[config.mk]
export PLATFORM = sky130hd
export DESIGN_NAME = cell_grid_mem
export DESIGN_NICKNAME = d
export VERILOG_FILES = /design/src/rtl/cell_grid_mem.sv
export SDC_FILE = /design/constraint.sdc
export NUM_CORES = 1
export LEC_CHECK = 0
export ABC_AREA = 1
export CAP_MARGIN = 20
export CORE_UTILIZATION = 35
export DETAILED_ROUTE_END_ITERATION = 8
export DONT_BUFFER_PORTS = 1
export MAX_ROUTING_LAYER = met4
export PLACE_DENSITY = 0.55
export SLEW_MARGIN = 10
export SYNTH_ARGS = -nofsm -noshare
export SYNTH_HDL_FRONTEND = slang
export SYNTH_SLANG_ARGS = --single-unit
[constraint.sdc]
create_clock -name clk -period 3.7 [get_ports clk]
set_clock_uncertainty 0.2 [all_clocks]
set_input_delay 0.74 -clock clk [delete_from_list [all_inputs] [get_ports clk]]
set_output_delay 0.74 -clock clk [all_outputs]
set_load 0.01 [all_outputs]
[src/rtl/cell_grid_mem.sv]
// Life cell grid row memory: one bit per cell, one word per row, with a VGA read port,
// a selector read port plus masked RMW write port, and a built-in full-grid clear sweep.
// Latency: reads are 1 cycle (registered address, combinational array read).
// Backpressure: none. Writes during a sweep are dropped; callers must watch busy.
//
// Ports:
//   clk, rst_n             clock and synchronous active-low reset
//   vga_addr / vga_row     VGA row address and read data
//   sel_addr / sel_row     selector row address and read data
//   sel_we/sel_mode/sel_data  write enable, mode (WRITE/SET/CLEAR/TOGGLE), data or mask
//   clear_req              start a full-grid clear
//   busy / clear_done      sweep in progress / one-cycle completion pulse
module cell_grid_mem #(
    parameter int ROW_WIDTH = 16,
    parameter int ROWS      = 16,
    parameter int ADDR_W    = 4
) (
    input  logic                 clk,
    input  logic                 rst_n,
    input  logic [ADDR_W-1:0]    vga_addr,
    output logic [ROW_WIDTH-1:0] vga_row,
    input  logic [ADDR_W-1:0]    sel_addr,
    input  logic                 sel_we,
    input  logic [1:0]           sel_mode,
    input  logic [ROW_WIDTH-1:0] sel_data,
    output logic [ROW_WIDTH-1:0] sel_row,
    input  logic                 clear_req,
    output logic                 busy,
    output logic                 clear_done
);

    typedef enum logic [1:0] {
        ST_IDLE  = 2'd0,
        ST_CLEAR = 2'd1,
        ST_DONE  = 2'd2
    } state_t;

    localparam logic [1:0] MODE_WRITE  = 2'b00;
    localparam logic [1:0] MODE_SET    = 2'b01;
    localparam logic [1:0] MODE_CLEAR  = 2'b10;
    localparam logic [1:0] MODE_TOGGLE = 2'b11;

    // Range checks use one extra bit so ROWS == 2**ADDR_W still compares correctly.
    localparam logic [ADDR_W:0]   ROWS_L   = (ADDR_W+1)'(ROWS);
    localparam logic [ADDR_W-1:0] LAST_PTR = ADDR_W'(ROWS - 1);

    logic [ROW_WIDTH-1:0] mem [ROWS];

    state_t              state;
    logic [ADDR_W-1:0]   ptr;
    logic [ADDR_W-1:0]   vga_addr_q;
    logic [ADDR_W-1:0]   sel_addr_q;
    logic                vga_in_range;
    logic                sel_q_in_range;
    logic                sel_in_range;
    logic                sel_wr_en;
    logic                clr_wr_en;
    logic [ROW_WIDTH-1:0] old_row;
    logic [ROW_WIDTH-1:0] new_row;

    assign vga_in_range   = {1'b0, vga_addr_q} < ROWS_L;
    assign sel_q_in_range = {1'b0, sel_addr_q} < ROWS_L;
    assign sel_in_range   = {1'b0, sel_addr}   < ROWS_L;

    // Reads are blanked during the sweep so half-cleared frames never reach the display.
    assign vga_row = (busy || !vga_in_range)   ? '0 : mem[vga_addr_q];
    assign sel_row = (busy || !sel_q_in_range) ? '0 : mem[sel_addr_q];

    // A clear request wins over a same-cycle write in IDLE; DONE accepts writes as normal.
    assign sel_wr_en = rst_n && sel_we && sel_in_range &&
                       ((state == ST_IDLE && !clear_req) || state == ST_DONE);
    assign clr_wr_en = rst_n && (state == ST_CLEAR);

    always_comb begin
        old_row = sel_in_range ? mem[sel_addr] : '0;
        new_row = old_row;
        case (sel_mode)
            MODE_WRITE:  new_row = sel_data;
            MODE_SET:    new_row = old_row | sel_data;
            MODE_CLEAR:  new_row = old_row & ~sel_data;
            MODE_TOGGLE: new_row = old_row ^ sel_data;
            default:     new_row = old_row;
        endcase
    end

    always_ff @(posedge clk) begin
        if (!rst_n) begin
            state      <= ST_CLEAR;
            ptr        <= '0;
            busy       <= 1'b1;
            clear_done <= 1'b0;
            vga_addr_q <= '0;
            sel_addr_q <= '0;
        end else begin
            vga_addr_q <= vga_addr;
            sel_addr_q <= sel_addr;
            clear_done <= 1'b0;
            case (state)
                ST_IDLE: begin
                    if (clear_req) begin
                        state <= ST_CLEAR;
                        ptr   <= '0;
                        busy  <= 1'b1;
                    end
                end
                ST_CLEAR: begin
                    if (ptr == LAST_PTR) begin
                        state      <= ST_DONE;
                        busy       <= 1'b0;
                        clear_done <= 1'b1;
                    end else begin
                        ptr <= ptr + ADDR_W'(1);
                    end
                end
                ST_DONE: begin
                    state <= ST_IDLE;
                end
                default: begin
                    state <= ST_IDLE;
                    busy  <= 1'b0;
                end
            endcase
        end
    end

    // Array is not reset; the sweep zeroes it row by row.
    always_ff @(posedge clk) begin
        if (clr_wr_en) begin
            mem[ptr] <= '0;
        end else if (sel_wr_en) begin
            mem[sel_addr] <= new_row;
        end
    end

endmodule

==> impl_metrics.toml, run 1 <==
[final_layout]
drive_above_1_share = 0.08000
seq_area_sq_mm = 0.008019
layout_commonest_cell = "nand2_1"
nets = 2342
multi_input_area_sq_mm = 0.007421
syn2layout_area_growth_pct = 12.15
fillers = 4929
layout_common_cells = "636 x nand2_1, 553 x nand3_1, 319 x inv_1"

[run_status]
status = "completed"

[worst_setup_path]
cp.required_ns = 2.76
end_kind = "output pin"
worstSetupPathType = "reg2out"
critical-path-top-delay-family = "buffers and inverters"
rrSetupSlack_ns = 0.89
rr_endpoint = "mem[10][13]"
critPathMaxFanout = 44
rr_startpoint = "state[1]"
crit_arrival_ns = 2.73
worst_path_max_delay_cell = "dfxtp_4"
start_kind = "flip-flop"
rr_worst_depth = 7
critPathMostFrequentCell = "nand3_1"
slowest_delay_ns = 0.56
worst-path-buf-inv = 3
cp_num_cells = 8
cp_cell_sequence = "inv_4 > buf_12 > nand2_1 > nand3_1 > nand3_1 > nand3_1 > a21oi_1 > buf_4"

[routing]
wire_per_inst_um = 22.80
drtIter0Drc = 2123
vias = 16640
detail-route-antenna-nets = 0
vias_per_cell = 5.585
drc = 0
first_pass_iters = 6
wl_um = 67920

[timing]
period_needed_ns = 3.666
timing.final.hold_violations = 0
fmax_ghz = 0.2728
hold_slack_ns = 0.04940
timing.final.crit_share = 0.9908
fin_setup_tns_ns = 0
worst_slew_pin_slew_ns = 1.009
final_max_slew_viol_count = 0
setup_violations = 0
slew_headroom = 0.3251
rsz0062_at_grt = "no"

[pwr]
p_int_mw = 5.459
power_density_mw_per_mm2 = 378.2
switching_share = 0.2609
pwr-share-clk = 0.413
finalPower_mw = 7.386
peakVddDrop_mv = 0.3442
p_comb_frac = 0.129
pwr-share-seq = 0.458
p_leak_nw = 8.601
p_switching_mw = 1.927

[cts]
cts_buffers = 30
h-tree-depth = 1
path_clk_slew_ns = 0.06
cts_buffer_depth = 3
cts.sinks = 272
cts_tree = "built"
cts-root-buf = "clkbuf_16"
postCtsHoldBufs = 0
clkLatencyLatePin_ns = 0.59

[floorplanning]
ios = 64
die_w_um = 225.1
dieArea_sq_mm = 0.05065
num_rows = 81
core_sq_mm = 0.04905
die_h_um = 225.1
start_util = 0.3550

[min_path]
hold_path_depth = 2
hp-class = "in2reg"
hold_start = "rst_n"

[synthesis]
yosys_register_bits = 272
yosys_warnings = 0
avgSynthCellArea_sq_um = 7.542
synth-main-ff-cell = "edfxtp_1"
async_flop_share = 0
netlist_area_sq_mm = 0.01741
synthCells = 2309
synth_edf_count = 256
synth-seq-area-share = 0.4598
syn-num-nets = 2372
synth_cell_types = 27

[global_routing]
grt-ovfl-total = 0
grt_pass1_vias = 15830
antenna_found_initial = 7
grt_pass1_wl_um = 99790
grt.total_usage = 0.2748
grt_max_degree = 210

[placement]
place_hpwl_um = 41270
io_buffers = 0
place.gp.congestion = 0.9247

[run]
cap_violations = 0
[Yosys cell counts (8+ instances only)]
cell | count | share of area
nand3_1 | 553 | 0.16
nor2_1 | 29 | 0.0063
dfxtp_1 | 16 | 0.018
ha_1 | 33 | 0.024
o21ai_0 | 80 | 0.023
buf_1 | 11 | 0.0024
o21ai_1 | 8 | 0.0023
nand2_1 | 636 | 0.14
buf_2 | 100 | 0.029
clkbuf_1 | 47 | 0.010
a221oi_1 | 10 | 0.0050
o211ai_1 | 69 | 0.030
edfxtp_1 | 256 | 0.44
inv_1 | 321 | 0.069
a21oi_1 | 110 | 0.032
[metrics by stage]
step,utilization,std cells,setup slack [ns],instance area [sq um]
floorplan,-,2309,0.7570,17410
global placement,0.3768,2910,0.4356,18480
detailed placement,0.3768,2910,0.3559,18480
CTS,0.3972,2964,0.02940,19480
global route,0.3981,2978,0.005397,19530
finish,0.3981,2979,0.03418,19530
[what timing repair did]
action / CTS / global route
setup buffers: 1 / 0
endpoints found under the setup margin: 4 / 6
resized for setup: 0 / 3
[power groups by stage]
stage	registers (mW)	logic, mW	clock network [mW]
2_1_floorplan	3.44	0.692	0
3_3_place_gp	3.45	0.909	0
3_5_place_dp	3.45	0.924	0
4_1_cts	3.39	0.934	3.09
5_1_grt	3.39	1.04	3.19
6_report	3.39	0.951	3.05
[cell type report]
class,count,area share
Antenna cell,15,0.001922
Clock inverter,20,0.01025
Clock buffer,33,0.04011
Timing Repair Buffer,106,0.05138
Multi-Input combinational cell,1542,0.3800
Tap cell,664,0.04254
Inverter,327,0.06323
Sequential cell,272,0.4106
[how the worst max path moves through the flow]
stage	startpoint	endpoint	slack, ns
6_report	flip-flop	sel_row[11]	0.03
5_1_grt	flip-flop	sel_row[11]	0.005
4_1_cts	flip-flop	sel_row[6]	0.03
3_5_place_dp	sel_addr[0]	mem[5][12]	0.36
3_3_place_gp	sel_addr[0]	mem[1][11]	0.44
2_1_floorplan	sel_addr[1]	mem[0][14]	0.76
[per-layer routing]
layer	global-route usage	vias to the layer above	wire, um	share of wire
li1	-	7665	-	-
met1	0.3339	7802	26330	0.39
met2	0.4345	956	31540	0.46
met3	0.05476	216	6906	0.10
met4	0.1369	0	3149	0.046
met5	-	-	0	0
[flip-flops by register name, indices dropped and copies added (netlist names), named ones only]
signal	cells
mem	256
ptr	4
state	2
busy	1
clear_done	1
[kinds of logic after synthesis]
group / after synthesis / share of synthesized area
simple gates: 1224 / 0.3041
buf+inv: 495 / 0.1168
compound gates: 285 / 0.09556
flops: 272 / 0.4598
fa+ha+maj: 33 / 0.02371
Note: power is estimated with default switching activity, not from simulation.
==> run 2: changes to the inputs <==
--- a/config.mk
+++ b/config.mk
@@ -11,7 +11,7 @@
 export DETAILED_ROUTE_END_ITERATION = 8
 export DONT_BUFFER_PORTS = 1
 export MAX_ROUTING_LAYER = met4
-export PLACE_DENSITY = 0.55
+export PLACE_DENSITY = 0.59
 export SLEW_MARGIN = 10
 export SYNTH_ARGS = -nofsm -noshare
 export SYNTH_HDL_FRONTEND = slang
==> constraint.sdc (replaced) <==
create_clock -name clk -period 3.7 [get_ports clk]
set_clock_uncertainty 0.2 [all_clocks]
set_input_delay 0.555 -clock clk [delete_from_list [all_inputs] [get_ports clk]]
set_output_delay 0.555 -clock clk [all_outputs]
set_load 0.01 [all_outputs]
==> run 2 against run 1 <==
Net effect:
- power is 0.34% higher
- cell area up 0.23%
- via count increased by 3.1%
- wire length down 0.50%
- combinational power about the same
- first-iteration DRC count increased by 5.4%
- sequential power is essentially flat
- die area did not move
- count of clock-buffer cells in the layout down 1
- sequential cell count unchanged
- non-clock buffer count increased by 8
- global-route usage is 0.28 points lower
- critical endpoint is now sel_row[14]
- largest cell class unchanged
- highest routed layer unchanged
==> impl_metrics.toml, run 2 (synthesis gave the netlist of run 1 again) <==
[run_status]
status = "completed"

[global_routing]
grt.total_usage = 0.2719
grt_pass1_wl_um = 99400
grt_pass1_vias = 16000
grt-ovfl-total = 0
grt_max_degree = 210
antenna_found_initial = 7

[timing]
hold_slack_ns = 0.08500
worst_slew_pin_slew_ns = 0.9809
fin_ws_ns = 0.1409
timing.final.hold_violations = 0
fin_setup_tns_ns = 0
setup_violations = 0
slew_headroom = 0.3436
fmax_ghz = 0.2810
period_needed_ns = 3.559
rsz0062_at_grt = "no"
timing.final.crit_share = 0.9619
final_max_slew_viol_count = 0

[routing]
wl_um = 67580
vias_per_cell = 5.750
first_pass_iters = 6
drc = 0
vias = 17150
wire_per_inst_um = 22.66
drtIter0Drc = 2237
detail-route-antenna-nets = 0

[floorplanning]
dieArea_sq_mm = 0.05065
ios = 64
num_rows = 81
die_w_um = 225.1
die_h_um = 225.1
core_sq_mm = 0.04905
start_util = 0.3550

[placement]
io_buffers = 0
dp_cells = 2909
pre_cts_slack_ns = 0.3577
placed_area_sq_mm = 0.01845
place.gp.congestion = 0.9173
place_hpwl_um = 40520

[final_layout]
max_flop_register = "mem"
syn2layout_area_growth_pct = 12.41
largest_reg_flops = 256
drive_above_1_share = 0.08146
fin_util = 0.3991
stdcell_count = 2983
nets = 2349
fillers = 4946
layout_common_cells = "636 x nand2_1, 553 x nand3_1, 319 x inv_1"
largestRegisters = "mem x256, ptr x4, state x2"
layout_commonest_cell = "nand2_1"
final_cell_area_sq_mm = 0.01958

[pwr]
power_density_mw_per_mm2 = 378.6
finalPower_mw = 7.411
p_leak_nw = 8.625
peakVddDrop_mv = 0.3279

[cts]
h-tree-depth = 1
cts_buffers = 29
cts.sinks = 272
cts_buffer_depth = 3
clkLatencyLatePin_ns = 0.57
cts-root-buf = "clkbuf_16"
post_cts_resized = 0
path_clk_slew_ns = 0.07
cts_tree = "built"
postCtsHoldBufs = 10
post_cts_buffers = 0

[run]
cap_violations = 0

[min_path]
hp-class = "in2reg"

[worst_setup_path]
critPathMaxFanout = 29
crit_arrival_ns = 2.80
worstSetupPathType = "reg2out"
start_kind = "flip-flop"
cp.required_ns = 2.94
end_kind = "output pin"
run 2: changes by cell type in the layout (fill, tap and decap cells not counted), sizes merged:
cell         change
clkinv           -3
clkbuf           -1
inv              +2
clkinvlp         +2
diode            -4
buf              -2
dlygate4sd3     +10
run 2: cell type report:
class                           instances  area [sq um]  share of cell area
Clock buffer                           32         757.0             0.03867
Clock inverter                         21         240.2             0.01227
Inverter                              327          1231             0.06290
Tap cell                              664         830.8             0.04244
Timing Repair Buffer                  114          1056             0.05395
Sequential cell                       272          8019              0.4097
Antenna cell                           11         27.53            0.001406
Multi-Input combinational cell       1542          7413              0.3787
run 2: critical path, stage by stage, from the launching register on:
cell	delay [ns]
dfxtp_2	0.93
buf_4	0.38
nand3_1	0.11
nand3_1	0.10
nand3_1	0.07
a21oi_1	0.38
buf_4	0.21
run 2: final timing paths:
path | from | end | slack [ns] | cells past startpoint
max reg2reg | state[1] | mem[9][11] | 1.02 | 7
min | clear_req | ptr[0] | 0.08 | 3
max | flip-flop | sel_row[14] | 0.14 | 6
min reg2reg | ptr[0] | ptr[0] | 0.32 | 2
run 2: metal layers:
layer / vias to the layer above / wire length, um / GRT usage
met4: 0 / 4048 / 0.1591
met2: 1198 / 30140 / 0.4086
met3: 269 / 7966 / 0.06428
met5: - / 0 / -
li1: 7695 / - / -
met1: 7989 / 25430 / 0.3330
run 2: power breakdown:
group	switching (mW)	internal [mW]	total, mW
clock network	1.30	1.77	3.07
logic	0.642	0.311	0.953
registers	0.0272	3.36	3.39
==> run 3: changes to the inputs <==
--- a/config.mk
+++ b/config.mk
@@ -8,6 +8,7 @@
 export ABC_AREA = 1
 export CAP_MARGIN = 20
 export CORE_UTILIZATION = 35
+export CTS_CLUSTER_SIZE = 14
 export DETAILED_ROUTE_END_ITERATION = 8
 export DONT_BUFFER_PORTS = 1
 export MAX_ROUTING_LAYER = met4
==> run 3 against run 2 <==
Net effect:
- worst hold slack better by 0.0088 ns
- utilization hardly changed
- sequential share of layout area barely moved
- critical path depth did not move
- non-clock buffer count did not move
- combinational power hardly changed
- maximum frequency is 0.66% lower
- cell area decreased by 0.11%
- first-iteration DRC count fell by 4.0%
- wire length barely moved
- clock power down 2%
- global-route usage unchanged
- highest routed layer unchanged
==> impl_metrics.toml, run 3 (synthesis gave the netlist of run 1 again) <==
[run_status]
status = "completed"

[final_layout]
layout_commonest_cell = "nand2_1"
max_flop_register = "mem"
syn2layout_area_growth_pct = 12.29
nets = 2349
drive_above_1_share = 0.08059
layout_common_cells = "636 x nand2_1, 553 x nand3_1, 319 x inv_1"
largestRegisters = "mem x256, ptr x4, state x2"
largest_reg_flops = 256

[routing]
wl_um = 67580
first_pass_iters = 8
detail-route-antenna-nets = 0
met1Wirelength_um = 25870
drtIter0Drc = 2147
dr_wl_met2_um = 30240
vias = 17130
wire_per_inst_um = 22.66
dr.max_layer_used = "met4"
drc = 0
wl_met3_um = 7552
vias_per_cell = 5.743

[worst_setup_path]
critPathMaxFanout = 29
rr_startpoint = "state[1]"
worstSetupPathType = "reg2out"
start_kind = "flip-flop"
end_kind = "output pin"
cp.required_ns = 2.94
rr_worst_depth = 7
crit_arrival_ns = 2.83

[pwr]
peakVddDrop_mv = 0.3266
p_leak_nw = 8.604
power_density_mw_per_mm2 = 376.2
finalPower_mw = 7.357

[global_routing]
grt_pass1_vias = 16020
grt.total_usage = 0.2719
grt_max_degree = 210
antenna_found_initial = 6
grt_pass1_wl_um = 99420
grt-ovfl-total = 0

[cts]
cts_tree = "built"
h-tree-depth = 1
cts_buffers = 29
post_cts_resized = 0
post_cts_buffers = 0
cts.sinks = 272
path_clk_slew_ns = 0.06
cts-root-buf = "clkbuf_16"
postCtsHoldBufs = 10
clkLatencyLatePin_ns = 0.57
cts_buffer_depth = 3

[floorplanning]
die_h_um = 225.1
core_sq_mm = 0.04905
die_w_um = 225.1
num_rows = 81
ios = 64
dieArea_sq_mm = 0.05065
start_util = 0.3550

[timing]
timing.final.hold_violations = 0
fmax_ghz = 0.2791
final_max_slew_viol_count = 0
rsz0062_at_grt = "no"
setup_violations = 0
worst_slew_pin_slew_ns = 0.9872
fin_setup_tns_ns = 0
slew_headroom = 0.3412
hold_slack_ns = 0.09381
timing.final.crit_share = 0.9683
period_needed_ns = 3.583

[placement]
io_buffers = 0
place.gp.congestion = 0.9173
place_hpwl_um = 40520

[run]
cap_violations = 0

[min_path]
hold_start = "clear_req"
hp-class = "in2reg"
hold_path_depth = 3
[run 3: cell types whose count changed in the layout (fill, tap and decap cells not counted)]
| cell | change |
|---|---|
| clkbuf_1 | +2 |
| diode_2 | -1 |
| inv_6 | -1 |
| clkbuf_8 | -1 |
| clkinvlp_4 | +3 |
| clkinv_4 | -3 |
[run 3: stage by stage]
step / instances / util / worst slack (ns) / cell area (sq um)
after floorplan: 2309 / - / 0.9420 / 17410
after global placement: 2909 / 0.3761 / 0.4753 / 18450
after detailed placement: 2909 / 0.3761 / 0.3577 / 18450
after CTS: 2972 / 0.3981 / 0.2210 / 19530
after global routing: 2982 / 0.3986 / 0.1179 / 19550
final: 2982 / 0.3986 / 0.1172 / 19550
[run 3: power breakdown]
group          leakage [nW]  switching (mW)  total (mW)  internal, mW
combinational          5.33           0.642       0.953         0.311
sequential             2.81          0.0274        3.39          3.36
clock                 0.464            1.27        3.02          1.74
total                  8.60            1.94        7.36          5.42
[run 3: layer usage]
layer	global-route usage	vias up
met5	-	-
met4	0.1584	0
met3	0.06336	254
met2	0.4094	1106
met1	0.3331	8075
li1	-	7692
[run 3: path summary, 6_finish.rpt]
path	to	slack, ns
setup / recovery	sel_row[14]	0.12
hold / removal	ptr[0]	0.09
setup reg to reg	mem[9][4]	1.01
hold reg to reg	ptr[0]	0.32
[run 3: final cells by class]
type	instances	area (sq um)
Inverter	327	1231
Fill cell	4946	29500
Timing Repair Buffer	114	1056
Tap cell	664	830.8
Multi-Input combinational cell	1542	7413
Sequential cell	272	8019
Antenna cell	10	25.02
Clock buffer	33	750.7
Clock inverter	20	227.7
[run 3: worst max-delay path, cell delays in order (launching register included)]
cell     delay (ns)
dfxtp_2        0.95
buf_4          0.38
nand3_1        0.11
nand3_1        0.11
nand3_1        0.07
a21oi_1        0.39
buf_4          0.22
